<file path="src/rtl/pipelined_cla_addsub.sv">
// Pipelined carry-lookahead adder/subtractor with a skewed block pipeline.
// The design has an input register stage followed by one lookahead block per stage.
// Each block forwards its carry to the next stage. Flow control is a single global stall.
module pipelined_cla_addsub #(
    parameter int unsigned WIDTH = 32,
    parameter int unsigned BLOCK = 8
) (
    input  logic             clock,
    input  logic             reset,
    input  logic             in_valid,
    output logic             in_ready,
    input  logic [WIDTH-1:0] in_a,
    input  logic [WIDTH-1:0] in_b,
    input  logic             in_cin,
    input  logic             in_sub,
    output logic             out_valid,
    input  logic             out_ready,
    output logic [WIDTH-1:0] out_sum,
    output logic             out_cout,
    output logic             out_ovf,
    output logic             out_zero
);

    localparam int unsigned NBLK = WIDTH / BLOCK;

    // Reject block sizes that do not tile the operand width
    generate
        if (BLOCK < 1 || BLOCK > WIDTH || (WIDTH % BLOCK) != 0) begin : g_bad_params
            $error("pipelined_cla_addsub: WIDTH must be a non-zero multiple of BLOCK");
        end
    endgenerate

    // Stage k holds operands, incoming block carry and the sum bits of blocks < k
    logic [NBLK-1:0]  stg_vld;
    logic [WIDTH-1:0] stg_a   [NBLK];
    logic [WIDTH-1:0] stg_b   [NBLK];
    logic [WIDTH-1:0] stg_sum [NBLK];
    logic [NBLK-1:0]  stg_c;

    // Per-stage block results: merged sum, block carry-out, carry into block MSB
    logic [WIDTH-1:0] nxt_sum [NBLK];
    logic [NBLK-1:0]  nxt_c;
    logic [NBLK-1:0]  nxt_cmsb;

    logic advance;

    // Whole pipeline moves unless a finished result is waiting on the consumer
    assign advance  = !out_valid || out_ready;
    assign in_ready = advance;

    // Block k lookahead evaluated from stage k contents
    generate
        for (genvar k = 0; k < NBLK; k++) begin : g_blk
            localparam logic [WIDTH-1:0] BLK_MASK = WIDTH'({BLOCK{1'b1}}) << (k * BLOCK);

            logic [BLOCK-1:0] a_blk;
            logic [BLOCK-1:0] b_blk;
            logic [BLOCK-1:0] g;
            logic [BLOCK-1:0] p;
            logic [BLOCK:0]   c;
            logic [BLOCK-1:0] s_blk;

            assign a_blk = stg_a[k][k*BLOCK +: BLOCK];
            assign b_blk = stg_b[k][k*BLOCK +: BLOCK];
            assign g     = a_blk & b_blk;
            assign p     = a_blk ^ b_blk;
            assign c[0]  = stg_c[k];

            for (genvar i = 0; i < BLOCK; i++) begin : g_bit
                assign c[i+1] = g[i] | (p[i] & c[i]);
            end

            assign s_blk       = p ^ c[BLOCK-1:0];
            assign nxt_sum[k]  = (stg_sum[k] & ~BLK_MASK) | (WIDTH'(s_blk) << (k * BLOCK));
            assign nxt_c[k]    = c[BLOCK];
            assign nxt_cmsb[k] = c[BLOCK-1];
        end
    endgenerate

    // Pipeline stage registers: load on advance, hold on stall, clear valids on reset
    always_ff @(posedge clock) begin
        if (reset) begin
            stg_vld <= '0;
            stg_c   <= '0;
            for (int k = 0; k < NBLK; k++) begin
                stg_a[k]   <= '0;
                stg_b[k]   <= '0;
                stg_sum[k] <= '0;
            end
        end else if (advance) begin
            stg_vld[0] <= in_valid;
            stg_a[0]   <= in_a;
            stg_b[0]   <= in_sub ? ~in_b : in_b;
            stg_c[0]   <= in_sub | in_cin;
            stg_sum[0] <= '0;
            for (int k = 1; k < NBLK; k++) begin
                stg_vld[k] <= stg_vld[k-1];
                stg_a[k]   <= stg_a[k-1];
                stg_b[k]   <= stg_b[k-1];
                stg_c[k]   <= nxt_c[k-1];
                stg_sum[k] <= nxt_sum[k-1];
            end
        end
    end

    // Output register: completes the last block and forms the flags; data holds across bubbles
    always_ff @(posedge clock) begin
        if (reset) begin
            out_valid <= 1'b0;
            out_sum   <= '0;
            out_cout  <= 1'b0;
            out_ovf   <= 1'b0;
            out_zero  <= 1'b0;
        end else if (advance) begin
            out_valid <= stg_vld[NBLK-1];
            if (stg_vld[NBLK-1]) begin
                out_sum  <= nxt_sum[NBLK-1];
                out_cout <= nxt_c[NBLK-1];
                out_ovf  <= nxt_c[NBLK-1] ^ nxt_cmsb[NBLK-1];
                out_zero <= (nxt_sum[NBLK-1] == '0);
            end
        end
    end

endmodule

</file>
<file path="config.mk">
export PLATFORM = sky130hd
export DESIGN_NAME = pipelined_cla_addsub
export DESIGN_NICKNAME = d
export VERILOG_FILES = /design/src/rtl/pipelined_cla_addsub.sv
export SDC_FILE = /design/constraint.sdc
export NUM_CORES = 1
export LEC_CHECK = 0
export ABC_AREA = 1
export BUFFER_PORTS_ARGS = -buffer_cell sky130_fd_sc_hd__buf_4
export CELL_PAD_IN_SITES_DETAIL_PLACEMENT = 0
export CELL_PAD_IN_SITES_GLOBAL_PLACEMENT = 1
export CORE_MARGIN = 4
export CORE_UTILIZATION = 51
export CTS_CLUSTER_DIAMETER = 200
export CTS_CLUSTER_SIZE = 40
export DETAILED_ROUTE_END_ITERATION = 16
export PLACE_DENSITY_LB_ADDON = 0.1
export SKIP_CTS_REPAIR_TIMING = 1
export SLEW_MARGIN = 20
export SYNTH_ARGS = -nofsm -noshare
export SYNTH_HDL_FRONTEND = slang
export SYNTH_SLANG_ARGS = --single-unit
</file>
<file path="constraint.sdc">
create_clock -name clock -period 13.7 [get_ports clock]
set_input_delay 2.055 -clock clock [delete_from_list [all_inputs] [get_ports clock]]
set_output_delay 2.055 -clock clock [all_outputs]
set_load 0.02 [all_outputs]
</file>
* Word level (Yosys, flattened, before mapping)
Memories as Yosys holds them, arrays and structs flattened.
Index checks and enable logic that the tools add are counted.
Widths: inputs -> output; s select.
** Cells by class
- Bitwise gates (word level) :: 95
- Reductions and logical operators :: 4
- Multiplexer cells :: 18
** Operators by type and width (count)
- $mux 32 :: 13
- $xor 8x8->8 :: 8
- $or 1x1->1 :: 45
- $and 1x1->1 :: 32
- $and 8x8->8 :: 4
- $logic_not 32->1 :: 1
- $not 32->32 :: 1
- $or 24x32->32 :: 1
- $or 32x16->32 :: 1
- $or 32x24->32 :: 1
- $or 32x8->32 :: 1
- $mux 1 :: 5
- $reduce_and 2->1 :: 1
- $logic_not 1->1 :: 1
- $logic_or 1x1->1 :: 1
- $xor 1x1->1 :: 1
** Word-level totals
- Register bits :: 44
- Bits of input ports :: 70
- Bits in writable memories :: 384
- Memories kept :: 3
- Output and inout port bits :: 37
** Memory list
- stg_a :: depth 4, width 32, rd ports 4, clocked after memory_dff 0, wr ports 4, line 35 : logic [WIDTH-1:0] stg_a [NBLK];
- stg_b :: depth 4, width 32, rd ports 4, clocked after memory_dff 0, wr ports 4, line 36 : logic [WIDTH-1:0] stg_b [NBLK];
- stg_sum :: depth 4, width 32, rd ports 4, clocked after memory_dff 0, wr ports 4, line 37 : logic [WIDTH-1:0] stg_sum [NBLK];

* Longest topological paths before layout
- Depth after elaboration :: 18
- Mapped depth :: 17
- Depth with buffers taken out :: 17

* Worst setup path before layout
Ideal clock, no wire load.
- Kind :: input -> register
- Start :: input reset
- End :: memory stg_a[0][0], enable pin
- Arrival :: 6.878 ns
- Setup time :: 2.212 ns
- Path buffers :: 0
- Cell stages on the path :: 2
- Slack :: 4.610 ns
- Path through :: inv_2 > nand3_1
** RTL lines
- from (decl) :: line 9 : input logic reset,
- to (decl) :: line 35

==> results.toml <==
[critical_path]
cp_max_fo = 76
path_cells = "buf_4 -> inv_2 -> nand3_4 -> buf_4 -> buf_4 -> buf_12"
worstReg2RegStart = "stg_a[0][120]"
path_class = "in -> reg"
critPathLaunchType = "input port"
worstReg2RegEnd = "out_zero"
crit_start = "reset"
cp.depth = 6
crit_family = "buffers and inverters"
cp_num_buf_inv = 5
critPathSlowestCell = "buf_4"
critical_path_required_ns = 13.88
ff2ff_setup_slack_ns = 9.61
worst_setup_path_end_kind = "flip-flop"
arrival_ns = 4.76
cpMostUsedCell = "buf_4"
cp_slowest_stage_delay_ns = 0.83
crit_end = "stg_a[0][52]"
rr_worst_depth = 17

[grt]
antenna_found_initial = 0
grt_max_degree = 116
grt_pass1_vias = 5012
grtUsageTotal_pct = 13.0
grt_pass1_wl_microns = 24300
overflow = 0

[cts]
cts_buffers = 10
cts_root_buffer = "clkbuf_16"
clock_latency_ns = 0.48
clk_pin_slew_ns = 0.13
clockBufferDepth = 3
clock-sinks = 252
h-tree-depth = 1
cts_tree = "built"

[sta]
finalMaxSlewViolations = 0
worst_pin_slew_ns = 0.920
min_period_ns = 4.58
rsz0062_at_grt = "no"
slew_headroom_pct = 38.7
skew_ns = 0.0409
hold_viol = 0
finalSetupViolCount = 0
fin_hold_ws_ns = 0.484
finalSetupTns_ns = 0
finalCritPeriodShare_pct = 33.5
max_freq_mhz = 218
fin_ws_ns = 9.12

[floorplanning]
initial_core_util_pct = 51.8
die_x_microns = 151
core_sq_mm = 0.0202
die-area_sq_mm = 0.0229
rows = 52
pin_count = 107
die_h_microns = 151

[yosys]
yosysUniqueCellTypes = 20
yosys.area_share.adder_pct = 6.12
syn_avg_cell_area_sq_um = 11.5
synth-compound-area-share_pct = 2.42
synthMuxAreaShare_pct = 0
synth_edf_count = 208
async_flop_share_pct = 0
synth_flop_cell = "edfxtp_1"
syn_nets = 1013
synth_xor_area_share_pct = 2.76
synthSimpleGateAreaFrac_pct = 11.0
synth_top_family_by_area = "simple AND/OR/NAND/NOR gates"
ys_seq_elements = 252
netlist_area_sq_mm = 0.0105
syn_inst = 911
yosysSeqAreaShare_pct = 68.0
synth_warnings = 0

[power_and_ir_drop]
power.density_mw_per_mm2 = 115
p_leak_nw = 5.05
irDropWorstVdd_uv = 69.1
power.total_w = 0.00135

[layout]
final_area_sq_mm = 0.0118
diodes = 0
nNetsFinal = 1099
drive_above_1_share_pct = 12.9
area_growth_pct = 12.4

[route]
viasPerCell = 4.29
wl_microns = 14500
drtIter0Drc = 294
postRouteAntennaNets = 0
wl_per_cell_microns = 11.4
drc = 0
vias = 5453
dr.pass1.iters = 6

[placement]
hpwl_microns = 9350
dpl_worst_slack_ns = 8.42
gp_congestion = 0.730
place_area_sq_mm = 0.0114
place.port_buffers = 106

[outcome]
status = "finished, final reports clean"

[hold_path]
hold_class = "reg -> reg"

[flow_run]
drv_cap = 0
layer usage:
metal	track usage [%]	part of all wire, %	up-vias	wire length (microns)
met5	0	0	-	0
met4	2.67	1.2	0	167
met3	2.30	6.0	13	875
met2	18.5	42	119	6070
met1	21.1	51	2383	7380
li1	-	-	2938	-
state kept, by name (all words and copies together) (netlist names):
register / cells
out_cout: 1
out_ovf: 1
out_sum: 32
out_valid: 1
out_zero: 1
stg_a: 80
stg_b: 80
stg_c: 4
stg_sum: 48
stg_vld: 4
stage by stage:
stage          cells  util (%)
2_1_floorplan    911         -
3_3_place_gp    1254      56.5
3_5_place_dp    1254      56.5
4_1_cts         1270      58.1
5_1_grt         1271      58.2
6_report        1271      58.2
cell families (layout without fill, tap and decap cells):
kind of cell / count (synthesis) / after routing
simple gates: 300 / 300
flops: 252 / 252
buf+inv: 245 / 335
xor+xnor: 33 / 33
compound gates: 49 / 49
fa+ha+maj: 32 / 32
cell usage after synthesis (2+ instances only):
library cell	count	area [sq um]
nor2_1	284	1070
edfxtp_1	208	6250
inv_1	206	773
dfxtp_1	44	881
fa_1	32	641
xnor2_1	32	280
o21ai_0	28	140
buf_4	21	158
buf_2	12	60.1
a21oi_1	8	40.0
nand2_1	7	26.3
o22ai_1	7	43.8
o21ai_1	6	30.0
nand3_1	5	25.0
clkbuf_1	3	11.3
inv_2	3	11.3
nand2_4	2	22.5
worst min path at each step:
| stage | startpoint | endpoint | slack, ns | cells past startpoint |
|---|---|---|---|---|
| floorplan | stg_vld[0] | stg_vld[1] | 0.44 | 2 |
| global placement | stg_vld[0] | stg_vld[1] | 0.45 | 2 |
| detailed placement | stg_vld[0] | stg_vld[1] | 0.46 | 2 |
| CTS | stg_vld[0] | stg_vld[1] | 0.48 | 2 |
| global route | stg_vld[0] | stg_vld[1] | 0.50 | 2 |
| finish | stg_vld[1] | stg_vld[2] | 0.48 | 2 |
where the power goes:
group | total (W) | switching (W) | internal, W
registers | 0.000883 | 0.0000142 | 0.000868
clock network | 0.000371 | 0.000217 | 0.000154
logic | 0.000101 | 0.0000554 | 0.0000456
total | 0.00135 | 0.000287 | 0.00107
cell type report:
type                            count  area, sq um
Inverter                          209          785
Clock buffer                       15          290
Clock inverter                      1         30.0
Fill cell                        1718         8460
Multi-Input combinational cell    414         2360
Timing Repair Buffer              110          842
Tap cell                          270          338
Sequential cell                   252         7130
cell usage in the layout (no fill, tap or decap), types with 8 or more instances in the layout:
cell       count
a21oi_1        8
xnor2_1       32
dfxtp_1       44
buf_4        108
clkbuf_16     11
edfxtp_1     208
fa_1          32
inv_1        206
o21ai_0       28
nor2_1       284
worst min-delay path: cells and delay by family, from the launching register on:
family | cells | cell delay, ns
AO/OA/AOI/OAI | 1 | 0.07
flip-flops | 1 | 0.32
buffers and inverters | 1 | 0.06
(Power assumes the default switching activity.)
